$ cat src/rtl/ahb_slave_interface.sv
// AHB-side front end of the AHB-to-APB bridge: qualifies address phases, decodes
// the peripheral select, runs the address/data pipeline and the two-cycle ERROR response.
module ahb_slave_interface #(
  parameter logic [5:0] REGION0 = 6'h20,
  parameter logic [5:0] REGION1 = 6'h21,
  parameter logic [5:0] REGION2 = 6'h22
) (
  input  logic        hclk,
  input  logic        hresetn,
  input  logic        hwrite,
  input  logic        hreadyin,
  input  logic [1:0]  htrans,
  input  logic [2:0]  hsize,
  input  logic [31:0] haddr,
  input  logic [31:0] hwdata,
  input  logic [31:0] prdata,
  output logic        valid,
  output logic [31:0] haddr1,
  output logic [31:0] haddr2,
  output logic [31:0] hwdata1,
  output logic [31:0] hwdata2,
  output logic        hwrite_reg,
  output logic [2:0]  temp_selx,
  output logic [31:0] hrdata,
  output logic [1:0]  hresp,
  output logic        hready_err
);

  // state | meaning
  // IDLE  | OKAY response, no error in progress
  // ERR1  | first ERROR cycle, wait state (hready_err low), inputs ignored
  // ERR2  | second ERROR cycle, new transfer evaluated normally
  typedef enum logic [1:0] {ST_IDLE, ST_ERR1, ST_ERR2} state_t;

  state_t state;
  logic   active;
  logic   illegal;
  logic   unused_htrans0;

  assign unused_htrans0 = htrans[0];

  always_comb begin
    temp_selx = 3'b000;
    if (haddr[31:26] == REGION0)      temp_selx = 3'b001;
    else if (haddr[31:26] == REGION1) temp_selx = 3'b010;
    else if (haddr[31:26] == REGION2) temp_selx = 3'b100;
  end

  assign active  = hreadyin & hresetn & htrans[1];
  assign illegal = (temp_selx == 3'b000)
                 | (hsize > 3'd2)
                 | ((hsize == 3'd1) & haddr[0])
                 | ((hsize == 3'd2) & (|haddr[1:0]));
  assign valid   = active & ~illegal & (state != ST_ERR1);
  assign hrdata  = prdata;

  always_ff @(posedge hclk or negedge hresetn) begin
    if (!hresetn) begin
      haddr1     <= '0;
      haddr2     <= '0;
      hwdata1    <= '0;
      hwdata2    <= '0;
      hwrite_reg <= 1'b0;
    end else if (hreadyin) begin
      haddr1     <= haddr;
      haddr2     <= haddr1;
      hwdata1    <= hwdata;
      hwdata2    <= hwdata1;
      hwrite_reg <= hwrite;
    end
  end

  // Outputs are registered alongside the state so they track it exactly.
  always_ff @(posedge hclk or negedge hresetn) begin
    if (!hresetn) begin
      state      <= ST_IDLE;
      hresp      <= 2'b00;
      hready_err <= 1'b1;
    end else begin
      case (state)
        ST_ERR1: begin
          state      <= ST_ERR2;
          hresp      <= 2'b01;
          hready_err <= 1'b1;
        end
        default: begin
          if (active && illegal) begin
            state      <= ST_ERR1;
            hresp      <= 2'b01;
            hready_err <= 1'b0;
          end else begin
            state      <= ST_IDLE;
            hresp      <= 2'b00;
            hready_err <= 1'b1;
          end
        end
      endcase
    end
  end

endmodule
$ cat config.mk
export PLATFORM = sky130hd
export DESIGN_NAME = ahb_slave_interface
export DESIGN_NICKNAME = d
export VERILOG_FILES = /design/src/rtl/ahb_slave_interface.sv
export SDC_FILE = /design/constraint.sdc
export NUM_CORES = 1
export LEC_CHECK = 0
export BUFFER_PORTS_ARGS = -buffer_cell sky130_fd_sc_hd__buf_4
export CAP_MARGIN = 20
export CORE_AREA = 4 4 87 150
export DETAILED_ROUTE_END_ITERATION = 10
export DIE_AREA = 0 0 91 154
export PLACE_DENSITY = 0.78
export RECOVER_POWER = 25
export SETUP_SLACK_MARGIN = 0.1
export SYNTH_ARGS = -nofsm -noshare
export SYNTH_HDL_FRONTEND = slang
export SYNTH_SLANG_ARGS = --single-unit
$ cat constraint.sdc
create_clock -name hclk -period 3.3 [get_ports hclk]
set_input_delay 0.165 -clock hclk [delete_from_list [all_inputs] [get_ports hclk]]
set_output_delay 0.165 -clock hclk [all_outputs]
set_load 0.005 [all_outputs]
Word-level counts from Yosys, hierarchy flattened:

Cells that the tools add are included.

* word-level logic and storage cells: 37
* output and inout port bits: 168
* bits in registers: 134
* input port bits: 105

* equality and inequality tests: 7
* reduce and logical (&&, ||, !) cells: 3
* multiplexer cells: 8
* magnitude comparators: 1
* bitwise logic cells: 10

Operators with widths (count)
* 6-bit equality test (second input constant): 3
* 3-bit 2-to-1 mux: 3
* 1-bit AND: 6
* 1-bit 2-to-1 mux: 4
* 3-bit by 1-bit equality test with 1-bit output (second input constant): 1
* 3-bit by 2-bit equality test with 1-bit output (second input constant): 1
* 3-bit by 2-bit > comparator with 1-bit output (second input constant): 1
* 3-bit logical NOT: 1
* 1-bit OR: 3
* 2-bit by 1-bit equality test with 1-bit output (second input constant): 1
* 2-bit 2-to-1 mux: 1
* 2-bit by 1-bit != test with 1-bit output (second input constant): 1
* 2-bit OR reduction: 1
* 1-bit logical AND: 1
* 1-bit inverter: 1

Depth between registers and ports, before layout:

* depth after elaboration: 11
* gate-level depth with buffers: 5

Worst setup path before layout:

OpenSTA, ideal clock, no wires.

* path type: input to output
* start point: input port haddr[29]
* end point: output port valid
* cell stages on the path: 3
* path slack: 1914 ps
* data required time: 3135 ps
* arrival: 1221 ps
* path through: or4b_4 a211o_1 nor3_1

* word-level cells in the longest chain between the ends: 11

RTL lines
* start, declared: RTL line 14 `input logic [31:0] haddr,`
* 6-bit equality test: RTL line 46 `else if (haddr[31:26] == REGION2) temp_selx = 3'b100;`
* 3-bit 2-to-1 mux: RTL line 46
* 3-bit 2-to-1 mux: RTL line 45 `else if (haddr[31:26] == REGION1) temp_selx = 3'b010;`
* 3-bit 2-to-1 mux (*): RTL line 44 `if (haddr[31:26] == REGION0) temp_selx = 3'b001;`
* 3-bit logical NOT (*): RTL line 50 `assign illegal = (temp_selx == 3'b000)`
* 1-bit OR (*): RTL line 51 `| (hsize > 3'd2)`
* 1-bit OR (*): RTL line 52 `| ((hsize == 3'd1) & haddr[0])`
* 1-bit OR (*): RTL line 53 `| ((hsize == 3'd2) & (|haddr[1:0]));`
* 1-bit inverter (*): RTL line 54 `assign valid = active & ~illegal & (state != ST_ERR1);`
* 1-bit AND (*) (2 in a row): RTL line 54
* end, declared: RTL line 17 `output logic valid,`

Every way passes the cells marked *; elsewhere a longest branch is shown, timed or not.

Worst setup path after layout:

* start point: input port hreadyin
* end point: output port valid

* word-level cells in the longest chain between the ends: 4

RTL lines
* start, declared: RTL line 11 `input logic hreadyin,`
* 1-bit AND (2 in a row): RTL line 49 `assign active = hreadyin & hresetn & htrans[1];`
* 1-bit AND (2 in a row): RTL line 54

Every way passes these cells.

==> run_results.csv <==
group,metric,value,unit
critical_path,crit_type,"primary input to output pin",
routing,drt-initial-drc-count,109,
critical_path,reg2reg_depth,3,
grt,grt_usage,18.2,%
routing,drcViolationCount,0,
critical_path,critical_path.startpoint,"hreadyin",
timing,slew_violations,40,
status,status,"finished with violations",
timing,fin_worst_skew,0.00528,ns
die,dieArea,0.0140,mm2
critical_path,required,3.13,ns
timing,fin_crit,2.48,ns
synthesis,syn-cell-area,0.00521,mm2
timing,final_hold_viol_count,0,
critical_path,cp.depth,4,
placement,dpl_cell_area,0.00666,mm2
run,maxCapViolCount,1,
timing,max_freq,403,MHz
timing,worstMarginPinSlew,2.17,ns
clocking,path_clk_slew,0.05,ns
grt,grt_pass1_wl,19.8,mm
grt,grt_pass1_vias,3870,
cells_and_area,synthToLayoutAreaGrowth,50.2,%
clocking,htree_levels,4,
routing,detail-route-antenna-nets,0,
die,core,0.0119,mm2
routing,vias_per_cell,4.90,
synthesis,synth.yosys.warnings,0,
cells_and_area,fillCellCount,863,
placement,place_congestion,0.741,
routing,dr.pass1.iters,4,
synthesis,synthMuxAreaShare,27.9,%
grt,overflow,0,
cells_and_area,layout.cells.non_filler,717,
worst_hold_path,hp-class,"primary input to register",
clocking,root_buffer,"clkbuf_16",
placement,dpl.hpwl,8.92,mm
synthesis,synth_seq_cells,133,
critical_path,startpoint_type,"primary input",
routing,wirelength,12.6,mm
routing,wl_per_cell,17.6,um
die,fp-row-count,53,
die,die_x,91,um
power_and_ir_drop,total_power,4.54,mW
synthesis,synth-xor-area-share,0,%
synthesis,postSynthNetCount,431,
cells_and_area,drive_above_1_share,64.1,%
placement,place_inst,626,
critical_path,crit_family,"buffers and inverters",
power_and_ir_drop,p_per_area,580,mW/mm2
clocking,ctsResizeCount,0,
synthesis,synth_top_family_by_area,"multiplexers",
critical_path,reg2reg_from,"state[1]$_DFF_PN0_",
critical_path,max_stage_delay,1.52,ns
critical_path,crit_fanout,40,
synthesis,syn_inst,326,
timing,slew_headroom,-44.7,%
die,pin_count,273,
synthesis,synth_seq_area_share,64.0,%
placement,numPortBuffers,206,
synthesis,synthAdderAreaFrac,0,%
timing,post-route-period-util,75.2,%
clocking,clkSinkCount,133,
critical_path,path_cells,"clkbuf_1 -> nand3_1 -> nor3_1 -> buf_4",
critical_path,critPathCaptureType,"output pin",
critical_path,crit_arrival,2.32,ns
timing,setup_violations,0,
grt,grt_max_degree,67,
power_and_ir_drop,p_leak,3.66,nW
die,die_h,154,um
cells_and_area,layout.nets,672,
power_and_ir_drop,peakVddDrop,0.000431,V
synthesis,yosys.area_share.simple,1.37,%
cells_and_area,post-route-cell-area,0.00782,mm2
timing,tns,0,ns
clocking,post-cts-setup-buffer-count,0,
clocking,cts_tree,"built",
synthesis,synth_compound_gate_area_share,0.649,%
synthesis,avgSynthCellArea,16.0,um2
synthesis,synth_cell_types,20,
grt,antenna_found_initial,0,
clocking,clock_latency,0.40,ns
timing,rsz0062_at_grt,"false",
routing,dr_total_vias,3513,
clocking,cts_buffers,17,
cells_and_area,n_antenna_cell,0,
critical_path,slowest_stage,"clkbuf_1",
critical_path,rr_endpoint,"state[0]$_DFF_PN0_",
die,initial_core_util,43.6,%
status,violations,"max-capacitance violations, max-slew violations",
clocking,cts_max_path_buffers,2,
timing,hold_ws,0.0143,ns
critical_path,r2r_slack,2.26,ns
critical_path,cp-endpoint,"valid",
critical_path,crit_buf_inv,2,
==> placed cells by master (no fill, tap or decap), types with 3 or more instances in the layout <==
cell type and instances:
clkinv_2 4, dlygate4sd3_1 59, mux2_2 129, buf_4 195, clkbuf_16 17, clkbuf_4 14
dfrtp_1 132, clkbuf_1 3, clkinvlp_4 3
==> logic make-up (layout without fill, tap and decap cells) <==
family / after synthesis / count (layout)
compound gates: 4 / 4
buf+inv: 48 / 302
flops: 133 / 133
mux: 129 / 129
other cells: 1 / 1
simple gates: 11 / 11
==> metrics by stage <==
step	utilization [%]	setup slack (ns)
after floorplan	-	1.91
after global placement	55.8	1.60
after detailed placement	55.8	1.62
after CTS	65.6	1.04
after global routing	65.5	0.589
final	65.5	0.817
==> synthesized netlist by cell type (all sizes together) <==
cell type | instances | area share [%]
buf | 46 | 5.9
nor3b | 2 | 0.29
nor2b | 1 | 0.12
nand2 | 1 | 0.072
nor2 | 1 | 0.072
conb | 1 | 0.072
clkbuf | 2 | 0.14
a21o | 2 | 0.29
or4b | 1 | 0.26
dfstp | 1 | 0.50
a211o | 1 | 0.17
a41o | 1 | 0.19
mux2 | 129 | 28
or3 | 1 | 0.12
nand3 | 1 | 0.096
nor3 | 2 | 0.19
dfrtp | 132 | 63
and2 | 1 | 0.14
==> worst min-delay path by stage <==
stage               startpoint                      to  slack, ns  depth (start not counted)
detailed placement     hresetn  hwdata1[3]$_DFFE_PN0P_       0.12                          1
global route         haddr[23]  haddr1[23]$_DFFE_PN0P_      0.006                          2
floorplan              hresetn   haddr1[0]$_DFFE_PN0P_      -0.13                          0
CTS                   haddr[5]   haddr1[5]$_DFFE_PN0P_      0.002                          2
global placement       hresetn  hwdata1[3]$_DFFE_PN0P_       0.11                          1
finish                haddr[5]   haddr1[5]$_DFFE_PN0P_       0.01                          2
==> per-layer routing <==
metal	share of wire [%]	vias up	global-route usage [%]
met1	33	1732	18.4
met3	5.5	51	4.21
met4	4.7	0	11.7
met5	0	-	0
li1	-	1587	-
met2	57	143	32.8
==> final cells by class <==
| class | instances | area (um2) | area share, % |
|---|---|---|---|
| clock buffer | 20 | 447 | 5.71 |
| clock inverter | 12 | 129 | 1.65 |
| multi-input combinational | 145 | 1560 | 20.0 |
| sequential | 133 | 3330 | 42.6 |
| tap | 137 | 171 | 2.19 |
| timing repair buffer | 270 | 2180 | 27.9 |
==> worst reg2reg max path, delay by kind of cell (launching register included) <==
kind / cells / cell delay (ns)
and+or+nand+nor: 3 / 0.58
DFF: 1 / 0.36
==> report_power, final <==
part           internal (mW)  switching [mW]
Clock                   1.13           0.681
Sequential              1.83           0.125
Combinational          0.506           0.262
==> what timing repair did <==
item	in CTS	in global routing
hold buffers	59	0
endpoints found under the setup margin	0	0
hold endpoints to repair	87	0
Note: power is estimated with default switching activity, not from simulation.
